[src/rtl/sega_joy_scanner.sv]
// Scans two Sega joystick ports by toggling the shared select line once per tick
// and assembles 12-bit active-low button words, detecting 3/6-button and SMS pads.
module sega_joy_scanner #(
    parameter int SYNC_INPUTS = 1
) (
    input  logic        clk_sys,
    input  logic        reset,
    input  logic        tick,
    input  logic [5:0]  joy1_i,
    input  logic [5:0]  joy2_i,
    output logic        joy_p7_o,
    output logic [11:0] joy1_o,
    output logic [11:0] joy2_o,
    output logic        six1_o,
    output logic        six2_o,
    output logic        frame_o
);

    logic [5:0] pins1;
    logic [5:0] pins2;
    logic [7:0] step;
    logic       pend1;
    logic       pend2;

    if (SYNC_INPUTS != 0) begin : g_sync
        logic [5:0] sync1_p0, sync1_p1;
        logic [5:0] sync2_p0, sync2_p1;

        // Idle level of the pins is high, so the synchronizers reset to all ones.
        always_ff @(posedge clk_sys or posedge reset) begin
            if (reset) begin
                sync1_p0 <= 6'h3F;
                sync1_p1 <= 6'h3F;
                sync2_p0 <= 6'h3F;
                sync2_p1 <= 6'h3F;
            end else begin
                sync1_p0 <= joy1_i;
                sync1_p1 <= sync1_p0;
                sync2_p0 <= joy2_i;
                sync2_p1 <= sync2_p0;
            end
        end

        assign pins1 = sync1_p1;
        assign pins2 = sync2_p1;
    end else begin : g_direct
        assign pins1 = joy1_i;
        assign pins2 = joy2_i;
    end

    // Pin layout {p9,p6,right,left,down,up}; word layout {M,X,Y,Z,S,A,C,B,R,L,D,U}.
    function automatic logic [11:0] next_word(input logic [7:0]  st,
                                              input logic [5:0]  p,
                                              input logic        pend,
                                              input logic [11:0] w);
        logic [11:0] n;
        n = w;
        case (st)
            8'd2: n[5:0] = p;
            8'd3: begin
                if (p[3:2] == 2'b00) n[7:6] = p[5:4];
                else                 n[7:4] = {2'b11, p[5:4]};
            end
            8'd6: n[11:8] = pend ? p[3:0] : 4'hF;
            default: n = w;
        endcase
        return n;
    endfunction

    function automatic logic next_pend(input logic [7:0] st,
                                       input logic [5:0] p,
                                       input logic       pend);
        logic n;
        n = pend;
        if (st == 8'd2)                         n = 1'b0;
        else if (st == 8'd5 && p[3:0] == 4'h0)  n = 1'b1;
        return n;
    endfunction

    always_ff @(posedge clk_sys or posedge reset) begin
        if (reset) begin
            step     <= 8'd0;
            joy_p7_o <= 1'b1;
            joy1_o   <= 12'hFFF;
            joy2_o   <= 12'hFFF;
            six1_o   <= 1'b0;
            six2_o   <= 1'b0;
            frame_o  <= 1'b0;
            pend1    <= 1'b0;
            pend2    <= 1'b0;
        end else begin
            frame_o <= 1'b0;
            if (tick) begin
                step     <= step + 8'd1;
                // Select is low on even steps of the active window, high otherwise.
                joy_p7_o <= (step > 8'd6) || step[0];
                joy1_o   <= next_word(step, pins1, pend1, joy1_o);
                joy2_o   <= next_word(step, pins2, pend2, joy2_o);
                pend1    <= next_pend(step, pins1, pend1);
                pend2    <= next_pend(step, pins2, pend2);
                if (step == 8'd6) begin
                    six1_o  <= pend1;
                    six2_o  <= pend2;
                    frame_o <= 1'b1;
                end
            end
        end
    end

endmodule

[config.mk]
export PLATFORM = sky130hd
export DESIGN_NAME = sega_joy_scanner
export DESIGN_NICKNAME = d
export VERILOG_FILES = /design/src/rtl/sega_joy_scanner.sv
export SDC_FILE = /design/constraint.sdc
export NUM_CORES = 1
export LEC_CHECK = 0
export ABC_AREA = 1
export ABC_CLOCK_PERIOD_IN_PS = 3800
export BUFFER_PORTS_ARGS = -buffer_cell sky130_fd_sc_hd__buf_4
export CAP_MARGIN = 40
export CORE_MARGIN = 2
export CORE_UTILIZATION = 35
export CTS_CLUSTER_DIAMETER = 100
export CTS_CLUSTER_SIZE = 16
export DETAILED_ROUTE_END_ITERATION = 8
export PLACE_DENSITY = 0.54
export SLEW_MARGIN = 20
export SYNTH_ARGS = -nofsm -noshare
export SYNTH_HDL_FRONTEND = slang
export SYNTH_SLANG_ARGS = --single-unit
[constraint.sdc]
create_clock -name clk_sys -period 3.8 [get_ports clk_sys]
set_clock_uncertainty 0.1 [all_clocks]
set_input_delay 0.19 -clock clk_sys [delete_from_list [all_inputs] [get_ports clk_sys]]
set_output_delay 0.19 -clock clk_sys [all_outputs]
set_load 0.02 [all_outputs]
# Yosys cells after proc, flatten, opt, wreduce, memory -nomap -nowiden
# Cells that the tools add are included.
# totals
regBits,62
in_bits,15
out_inout_bits,28
word_cells,58
# op_classes
n_addsub,1
mux,14
reduce_logical,17
n_eq_ne,6
order_cmp,1
# ops
operator,n
$eq 8x2->1 const B,2
$eq 8x3->1 const B,2
$reduce_and 2->1,5
$add 8x1->8 const B,1
$gt 8x3->1 const B,1
$logic_not 4->1,2
$mux 2,4
$mux 4,2
$pmux 2 s2,2
$mux 1,6
$reduce_and 3->1,2
$reduce_bool 2->1,3
$logic_not 2->1,2
$ne 2x2->1 const B,2
$logic_and 1x1->1,2
$logic_or 1x1->1,1

# Depth between registers and ports, before layout
# Gate-level depths: netlist of the first run.
# logic_depth
ltp_word,4
ltp_mapped,8
ltp_nobuf,7

# Worst setup path after synthesis of the first run
# Ideal clock, no wire load.
# synth_path
path_type,register to register
start,reg step[0]
end,reg six1_o
setup_time_ns,0.121
period_less_slack_ns,1.527
n_path_buf,1
required_ns,3.579
path_stages_with_launch,9
path_slack_ns,2.273
arrival_ns,1.306
path_cell_list,dfrtp_1 > inv_1 > ha_1 > nand3_2 > nor3_4 > buf_6 > inv_2 > nand2_1 > nand2_1
# synth_between
elab_chain_cells,2
# synth_lines
element,line_no,source
start: declaration,21,logic [7:0] step;
start signal: assignment,94,step <= step + 8'd1;
$eq 8x3->1,101,if (step == 8'd6) begin
$reduce_and 2->1 (no source line),--,
end signal: assignment,102,six1_o <= pend1;
end: declaration,14,"output logic six1_o,"
# Every way passes these cells.
# A chain may end at the register's enable or synchronous reset.

# Worst setup path after layout of the first run
# layout_path
start,reg step[0]
end,reg joy2_o[10]
# layout_between
elab_chain_cells,2
# layout_lines
element,line_no,source
$eq 8x3->1,58,case (st)
$reduce_and 2->1 (no source line),--,
end signal: assignment,98,"joy2_o <= next_word(step, pins2, pend2, joy2_o);"
end: declaration,13,"output logic [11:0] joy2_o,"
# Every way passes these cells.

==> results of run 1 <==
==> path summary, 6_finish.rpt <==
check	from	end	slack [ns]	cells past startpoint
max	step[0]$_DFFE_PP0P_	joy2_o[10]$_DFFE_PP1P_	1.87	7
min reg2reg	g_sync.sync1_p0[3]$_DFF_PP1_	g_sync.sync1_p1[3]$_DFF_PP1_	0.25	0
max reg2reg	step[0]$_DFFE_PP0P_	joy2_o[10]$_DFFE_PP1P_	1.87	7
min in group asynchronous	reset	frame_o$_DFF_PP0_	0.33	3
max in group asynchronous	reset	g_sync.sync2_p1[5]$_DFF_PP1_	2.56	4
min	tick	joy_p7_o$_DFFE_PP1P_	0.04	2
==> state kept, by name, indices dropped and copies added, names as in the netlist <==
name / flops
g_sync.sync1_p0: 6
g_sync.sync2_p1: 6
joy1_o: 12
joy_p7_o: 1
g_sync.sync2_p0: 6
six1_o: 1
g_sync.sync1_p1: 6
pend1: 1
pend2: 1
step: 8
joy2_o: 12
frame_o: 1
six2_o: 1
==> Yosys cell counts, drive strengths merged <==
| cell type | n |
|---|---|
| dfrtp | 13 |
| nand3 | 15 |
| nand2 | 54 |
| ha | 3 |
| xnor2 | 2 |
| nor3b | 1 |
| buf | 2 |
| xor2 | 2 |
| nor3 | 6 |
| nor2 | 41 |
| dfstp | 49 |
| o21ai | 7 |
| inv | 16 |
| a21oi | 4 |
| a31oi | 1 |
==> layer usage <==
| layer | up-vias | routed length (µm) | track usage |
|---|---|---|---|
| met5 | - | 0 | 0 |
| met4 | 0 | 67 | 0.06818 |
| met3 | 6 | 195 | 0.04667 |
| met2 | 42 | 2057 | 0.1902 |
| met1 | 774 | 2213 | 0.1869 |
| li1 | 812 | - | - |
==> repair_timing <==
action,4_1_cts,5_1_grt
buffers inserted,0,0
endpoints found under the hold margin,14,0
hold buffers,13,0
==> cells by family (layout without fill, tap and decap cells) <==
family / count (synthesis) / count (layout) / share of synthesized area
flip-flops: 62 / 62 / 0.6763
adder cells (fa/ha/maj): 3 / 3 / 0.01574
XOR/XNOR: 4 / 4 / 0.01469
AO/OA/AOI/OAI: 12 / 12 / 0.02571
AND/OR/NAND/NOR: 117 / 117 / 0.2335
buffers and inverters: 18 / 89 / 0.03410
==> report_power, final <==
part	internal [mW]	total, mW	leakage [nW]	switching, mW
Clock	0.337	0.593	0.0976	0.256
Combinational	0.322	0.787	0.646	0.465
Sequential	0.955	1.09	0.677	0.132
Total	1.61	2.47	1.42	0.853
==> critical path, cell delays in order, from the launching register on <==
cell     delay (ns)
dfrtp_1        0.43
inv_1          0.10
ha_1           0.26
nand3_2        0.13
nor3_4         0.43
nand2_1        0.22
nor2_1         0.14
nor2_1         0.05
==> cell type report <==
class / instances / area [µm²] / area share
flip-flops and latches: 62 / 1613 / 0.5144
clock inverters: 5 / 57.56 / 0.01836
well taps: 80 / 100.1 / 0.03192
multi-input cells: 136 / 690.7 / 0.2203
inverters: 16 / 62.56 / 0.01995
repair buffers: 57 / 460.4 / 0.1468
clock buffers: 11 / 151.4 / 0.04828
==> cells in the final DEF (no fill, tap or decap), drive strengths merged <==
master,n
a31oi,1
bufinv,1
nand3,15
clkinv,1
nand2,54
clkbuf,11
nor3,6
clkinvlp,3
a21oi,4
xnor2,2
ha,3
xor2,2
buf,44
inv,16
nor2,41
dfstp,49
nor3b,1
o21ai,7
dfrtp,13
dlygate4sd3,13
==> metrics by stage <==
step           cells  hold slack [ns]  total power, mW
2_1_floorplan    216          0.09448            1.575
5_1_grt          367          0.04518            2.623
3_3_place_gp     338           0.1413            1.880
4_1_cts          367          0.02700            2.506
3_5_place_dp     338           0.1481            1.885
6_report         367          0.03714            2.467
==> out/summary.txt, run 1 <==
Initial antenna violation count: 0
Rel. slew slack: 0.6792
Register bit count reported by yosys: 62
Clk Latency, worst-skew pair: 0.33 ns
Max Cap Violations: 0
Post-DRT Antenna Nets: 0
Mapped Avg Cell Area: 11.04 µm²
Setup violators final: 0
Final GP Congestion: 0.8089
Die W: 86.55 µm
Cell Rows: 30
DP HPWL: 3119 µm
RSZ-0062 raised after global routing: no
Syn-to-layout area delta: 31.48%
Fin util: 0.4693
First DRT Iteration DRCs: 119
Routed vias/inst: 4.452
Area contributors post-synth: dfstp_2, dfrtp_1, nand2_1
Max-slew violations: 0
H-tree depth: 3
DR DRC count: 0
Share of layout cells above drive strength 1: 0.4495
Setup crit end kind: register
Required @ worst endpoint: 3.97 ns
Cell area after layout: 3136 µm²
Mapped Cells: 216
Fmax: 0.5171 GHz
Cell leakage power: 1.421 nW
DR vias: 1,634
Area after DPL: 2796 µm²
Num ports: 43
Synthesized Nets: 234
Warnings from Yosys: 0
Largest net degree at the start of global routing: 25
Critical path class: reg -> reg
Synthesized area: 2385 µm²
Layout filler cell count: 634
Fin nets: 300
Power density over cell area: 786.9 nW/µm²
Dominant cell type by area after synthesis: dfstp_2
Post-synthesis sequential area ratio: 0.6763
Crit share post-route: 0.5089
Setup WS pre-CTS: 1.864 ns
Port bufs: 42
Final min period: 1.934 ns
Synth unique cells: 25
Post-Route WL: 4533 µm
Clk sink count: 62
First-pass GRT wire length: 7583 µm
Actual slew at the worst max-slew pin: 0.4806 ns
Vias in the first global route: 1,615
Worst-path clk slew: 0.07 ns
Synth top area share: 0.5399
Core Area: 6681 µm²
Crit path max fanout: 12
Data arrival, critical path: 2.11 ns
CTS resizes: 0
Gr ovfl total: 0
Die Y-Extent: 86.55 µm
Initial core utilization: 0.3569
Total CTS buffers: 9
Avg WL per Cell: 12.35 µm
# diodes: 0
TritonCTS clock tree: done
Drt pass-1 iters: 4
Peak VDD IR: 0.0003265 V
Worst min path class: in -> reg
CTS Buffer Depth: 2
Startpoint Class: register
PnR worst setup slack: 1.866 ns
Hold Fails Final Rpt: 0
Die area: 7490 µm²
Setup_tns: 0 ns
Root Buffer: clkbuf_8
Gr usage total: 0.1356
Outcome: finished clean
(Power assumes the default switching activity.)
==> inputs of run 2 (changes only) <==
ABC_AREA = 0   (was 1)
ABC_CLOCK_PERIOD_IN_PS = 1800   (was 3800)
PLACE_DENSITY = 0.55   (was 0.54)
clock period = 1.8 ns   (was 3.8 ns; I/O delays follow)
==> run 2 against run 1 <==
  * The flow now finishes with violations (setup timing)
  * Sequential power rose by 110%
  * Flip-flop and latch count did not move
  * Synthesized cell count fell by 26%
  * Critical path type unchanged
  * Largest cell class unchanged
  * Sequential share of layout area fell by 2.7 points
  * Global-route usage rose by 0.062 points
  * Highest routed layer unchanged
  * Critical path depth fell by 3
  * Maximum frequency barely moved
  * Combinational power rose by 140%
  * Largest power group unchanged
  * Non-clock buffer count rose by 15
  * Setup slack got worse by 2.0 ns
==> out/summary.txt, run 2 <==
Outcome: complete, but fails checks
Failing checks: setup timing
Worst min path class: in -> async
Synth unique cells: 27
Root Buffer: clkbuf_8
Cell area after layout: 3307 µm²
Peak VDD IR: 0.0007705 V
Die W: 84.69 µm
Synth top area share: 0.5651
Port bufs: 42
# diodes: 0
Crit path max fanout: 4
Area contributors post-synth: dfstp_2, dfrtp_1, mux2_2
Synthesized area: 2278 µm²
Core Area: 6314 µm²
Ys flop type: dfstp_2
Met3 wire length: 219 µm
First-pass GRT wire length: 7231 µm
Hold Fails Final Rpt: 0
Total CTS buffers: 9
Rel. slew slack: 0.7469
Synthesized Nets: 178
Final GP Congestion: 0.7366
Layout filler cell count: 559
Share of layout cells above drive strength 1: 0.6408
Setup crit end kind: register
Power Total: 5.712 mW
Post-synth EDFFs: 0
Max-slew violations: 0
Commonest non-fill, non-tap cell in the layout: buf_4
RSZ-0062 raised after global routing: yes
Critical path class: reg -> reg
Async SR Flop Fraction: 1.000
Post-DRT Antenna Nets: 0
Setup violators final: 18
CTS Buffer Depth: 2
Startpoint Class: register
Warnings from Yosys: 0
Crit share post-route: 1.075
Dpl cells: 287
Met2 wire length: 2222 µm
Actual slew at the worst max-slew pin: 0.3762 ns
Largest net degree at the start of global routing: 29
Fin nets: 258
Syn-to-layout area delta: 45.14%
Power density over cell area: 1727 nW/µm²
Fmax: 0.5169 GHz
Layout Cells excl Fill: 322
Mapped Cells: 160
Met1 WL: 2164 µm
Vias in the first global route: 1,495
Required @ worst endpoint: 1.92 ns
Clk Latency, worst-skew pair: 0.34 ns
Clk sink count: 62
Routed vias/inst: 4.540
Cell leakage power: 1.463 nW
Post-synthesis sequential area ratio: 0.7079
Worst-path clk slew: 0.07 ns
Area after DPL: 2771 µm²
Avg WL per Cell: 14.47 µm
Drt pass-1 iters: 4
Biggest regs: joy1_o (12), joy2_o (12), step (8)
Fin util: 0.5238
Data arrival, critical path: 2.06 ns
Initial core utilization: 0.3609
Most frequent cells in the layout: buf_4, dfstp_2, dlygate4sd3_1, dfrtp_1, mux2_2
First DRT Iteration DRCs: 26
Highest metal used: met4
Most frequent cell after synthesis: dfstp_2
DP HPWL: 3154 µm
Synth cell count leaders: dfstp_2, nor2_1, mux2_2
DR vias: 1,462
Post-Route WL: 4660 µm
Num ports: 43
Gr ovfl total: 0
Gr usage total: 0.1363
PnR worst setup slack: -0.1346 ns
Max Cap Violations: 0
Dominant cell type by area after synthesis: dfstp_2
Die area: 7172 µm²
H-tree depth: 3
Register bit count reported by yosys: 62
Final min period: 1.935 ns
Cell Rows: 29
Initial antenna violation count: 0
Hold Worst Slack: 0.1871 ns
TritonCTS clock tree: done
DR DRC count: 0
Mapped Avg Cell Area: 14.24 µm²
Die Y-Extent: 84.69 µm
-- run 2: stage by stage --
step,setup TNS (ns),setup WS [ns]
global placement,-0.9515,-0.06520
CTS,-0.5964,-0.08905
floorplan,-0.8723,-0.2043
global route,-2.425,-0.1826
detailed placement,-1.630,-0.1203
finish,-1.211,-0.1346
-- run 2: worst paths after layout --
kind	cells past startpoint	startpoint	to	slack (ns)
max in group asynchronous	4	reset	g_sync.sync2_p1[4]$_DFF_PP1_	0.79
min reg2reg	0	g_sync.sync1_p0[0]$_DFF_PP1_	g_sync.sync1_p1[0]$_DFF_PP1_	0.25
max	4	step[5]$_DFFE_PP0P_	six1_o$_DFFE_PP0P_	-0.13
max reg2reg	4	step[5]$_DFFE_PP0P_	six1_o$_DFFE_PP0P_	-0.13
min	3	reset	frame_o$_DFF_PP0_	0.19
min in group clk_sys	0	g_sync.sync1_p0[0]$_DFF_PP1_	g_sync.sync1_p1[0]$_DFF_PP1_	0.25
-- run 2: kinds of logic (layout without fill, tap and decap cells) --
logic type | after synthesis | count (layout) | share of synthesized area
AO/OA/AOI/OAI | 17 | 17 | 0.04723
XOR/XNOR | 7 | 7 | 0.02691
adder cells (fa/ha/maj) | 3 | 3 | 0.01648
buffers and inverters | 15 | 100 | 0.02801
flip-flops | 62 | 62 | 0.7078
multiplexers | 15 | 15 | 0.07359
AND/OR/NAND/NOR | 41 | 41 | 0.09995
-- run 2: cell type report --
cell class | count | area, µm² | share of cell area
inverters | 12 | 45.04 | 0.01362
repair buffers | 72 | 606.8 | 0.1835
clock buffers | 10 | 137.6 | 0.04162
well taps | 77 | 96.34 | 0.02913
clock inverters | 6 | 108.9 | 0.03292
multi-input cells | 83 | 699.4 | 0.2115
flip-flops and latches | 62 | 1613 | 0.4877
-- run 2: repair_timing --
item,4_1_cts,5_1_grt
hold endpoints to repair,43,0
setup endpoints to repair,22,26
pin swaps,1,2
cloned,0,1
resized for setup,4,24
buffers inserted,3,1
hold buffers,14,0
-- run 2: critical path, stage by stage, from the launching register on --
cell and delay, ns:
dfrtp_1 0.38, or4_4 0.58, nor4b_4 0.26, buf_4 0.19, mux2_4 0.30
-- run 2: report_power, final --
| group | leakage, nW | internal [mW] | total [mW] | switching (mW) |
|---|---|---|---|---|
| registers | 0.684 | 2.00 | 2.34 | 0.341 |
| logic | 0.652 | 0.937 | 1.87 | 0.930 |
| clock network | 0.126 | 0.955 | 1.51 | 0.552 |
-- run 2: layer usage --
layer	global-route usage	up-vias
li1	-	703
met1	0.1784	721
met2	0.1997	34
met3	0.04916	4
met4	0.06926	0
met5	0	-
==> inputs of run 3 (changes only) <==
CORE_UTILIZATION = 54   (was 35)
PLACE_DENSITY = 0.78   (was 0.55)
==> run 3 against run 2 <==
  * Power down 1.1%
  * Register-to-register slack about the same
  * The run still ends with setup timing left
  * Non-clock buffer count up 1
  * Critical path depth unchanged
  * Global-route usage up 10 points
==> out/summary.txt, run 3 (synthesized netlist as in run 2, its figures left out) <==
CTS Buffer Depth: 2
Hold Fails Final Rpt: 0
DR DRC count: 0
Dpl cells: 262
RR Endpoint: joy1_o[1]$_DFFE_PP1P_
Final min period: 1.925 ns
Initial core utilization: 0.5655
Cell area after layout: 3214 µm²
Root Buffer: clkbuf_8
Clk Latency, worst-skew pair: 0.33 ns
Cell at the slowest stage of the critical path: or4_4
Fmax: 0.5195 GHz
Gr usage total: 0.2386
Setup WS pre-CTS: -0.1084 ns
Actual slew at the worst max-slew pin: 0.5649 ns
Final GP Congestion: 0.8437
Setup violators final: 24
Routed vias/inst: 5.324
Fin util: 0.7978
Reg2Reg Depth: 4
Max-slew violations: 0
Setup crit end kind: register
Port bufs: 42
Initial antenna violation count: 0
Outcome: complete, but fails checks
Total CTS buffers: 9
Peak VDD IR: 0.001227 V
DP HPWL: 3090 µm
First DRT Iteration DRCs: 151
Share of layout cells above drive strength 1: 0.6220
Required @ worst endpoint: 1.96 ns
TritonCTS clock tree: done
RR Startpoint: step[7]$_DFFE_PP0P_
Worst-path clk slew: 0.07 ns
Die Y-Extent: 68.96 µm
Num ports: 43
Hold Startpoint: g_sync.sync2_p0[0]$_DFF_PP1_
Power density over cell area: 1757 nW/µm²
Critical path class: reg -> reg
Hold EP: g_sync.sync2_p1[0]$_DFF_PP1_
Critical-path cell list: or4_4, nor2_4, nand3_4, mux2_4
Rel. slew slack: 0.6228
Cell Rows: 23
Avg WL per Cell: 17.00 µm
PnR worst setup slack: -0.1250 ns
Most frequent cells in the layout: buf_4, dfstp_2, dlygate4sd3_1, mux2_2, dfrtp_1
Die W: 68.96 µm
Crit share post-route: 1.069
Clk sink count: 62
CP max stage delay: 0.59 ns
First-pass GRT wire length: 7810 µm
Post-DRT Antenna Nets: 0
Die area: 4755 µm²
Fin nets: 259
Post-Route WL: 5032 µm
Startpoint Class: register
Drt pass-1 iters: 4
Data arrival, critical path: 2.08 ns
Failing checks: setup timing
Cell leakage power: 1.451 nW
Core Area: 4029 µm²
DR vias: 1,576
Layout Cells excl Fill: 296
Area after DPL: 2753 µm²
Max Cap Violations: 0
Worst min path class: reg -> reg
Vias in the first global route: 1,667
Syn-to-layout area delta: 41.08%
Biggest regs: joy1_o (12), joy2_o (12), step (8)
Flop2flop setup slack: -0.12 ns
Gr ovfl total: 0
RSZ-0062 raised after global routing: yes
Crit path max fanout: 8
Hold path cells: 0
Largest net degree at the start of global routing: 36
Commonest non-fill, non-tap cell in the layout: buf_4
H-tree depth: 3
# diodes: 0
[run 3: per-stage QoR]
stage                     power, mW  TNS (ns)  hold slack (ns)
after floorplan               3.260   -0.8723        -0.005522
after global placement        3.948   -0.4716          0.06714
after detailed placement      4.049    -1.376          0.08477
after CTS                     5.549   -0.5628           0.2551
after global routing          5.917    -2.373           0.2469
final                         5.648    -1.560           0.2506
[run 3: critical path, delay by kind of cell (launching register included)]
family	cells	cell delay (ns)
muxes	1	0.35
DFF	1	0.39
and+or+nand+nor	3	1.01
[run 3: layout make-up]
cell class,count,area [µm²]
clock buffer,13,170.2
clock inverter,3,65.06
fill,224,814.5
inverter,12,45.04
multi-input combinational,83,658.1
sequential,62,1613
tap,50,62.56
timing repair buffer,73,600.6
[run 3: power by group]
group	switching [mW]	total [mW]	internal [mW]	leakage (nW)
Clock	0.510	1.41	0.901	0.119
Combinational	0.995	1.92	0.929	0.648
Sequential	0.318	2.31	2.00	0.684
Total	1.82	5.65	3.82	1.45
[run 3: metal layers]
layer  global-route usage  up-vias  part of all wire
li1                     -      708                 -
met1               0.2845      803              0.40
met2               0.4099       56              0.54
met3              0.05519        9             0.043
met4               0.1103        0             0.017
met5                    0        -                 0
[run 3: worst max path at each step]
stage / startpoint / to / slack, ns / cells after the start
2_1_floorplan: step[6]$_DFFE_PP0P_ / six1_o$_DFFE_PP0P_ / -0.20 / 3
3_3_place_gp: step[6]$_DFFE_PP0P_ / six2_o$_DFFE_PP0P_ / -0.05 / 3
3_5_place_dp: step[6]$_DFFE_PP0P_ / joy1_o[3]$_DFFE_PP1P_ / -0.11 / 4
4_1_cts: step[6]$_DFFE_PP0P_ / six2_o$_DFFE_PP0P_ / -0.09 / 4
5_1_grt: step[7]$_DFFE_PP0P_ / six2_o$_DFFE_PP0P_ / -0.14 / 4
6_report: step[7]$_DFFE_PP0P_ / joy1_o[1]$_DFFE_PP1P_ / -0.12 / 4
[run 3: timing repair]
action,in CTS,in global routing
setup buffers,2,1
resized for setup,7,8
gates cloned,1,0
endpoints found under the hold margin,20,0
hold buffers,14,0
setup endpoints to repair,18,28
pin swaps,0,3
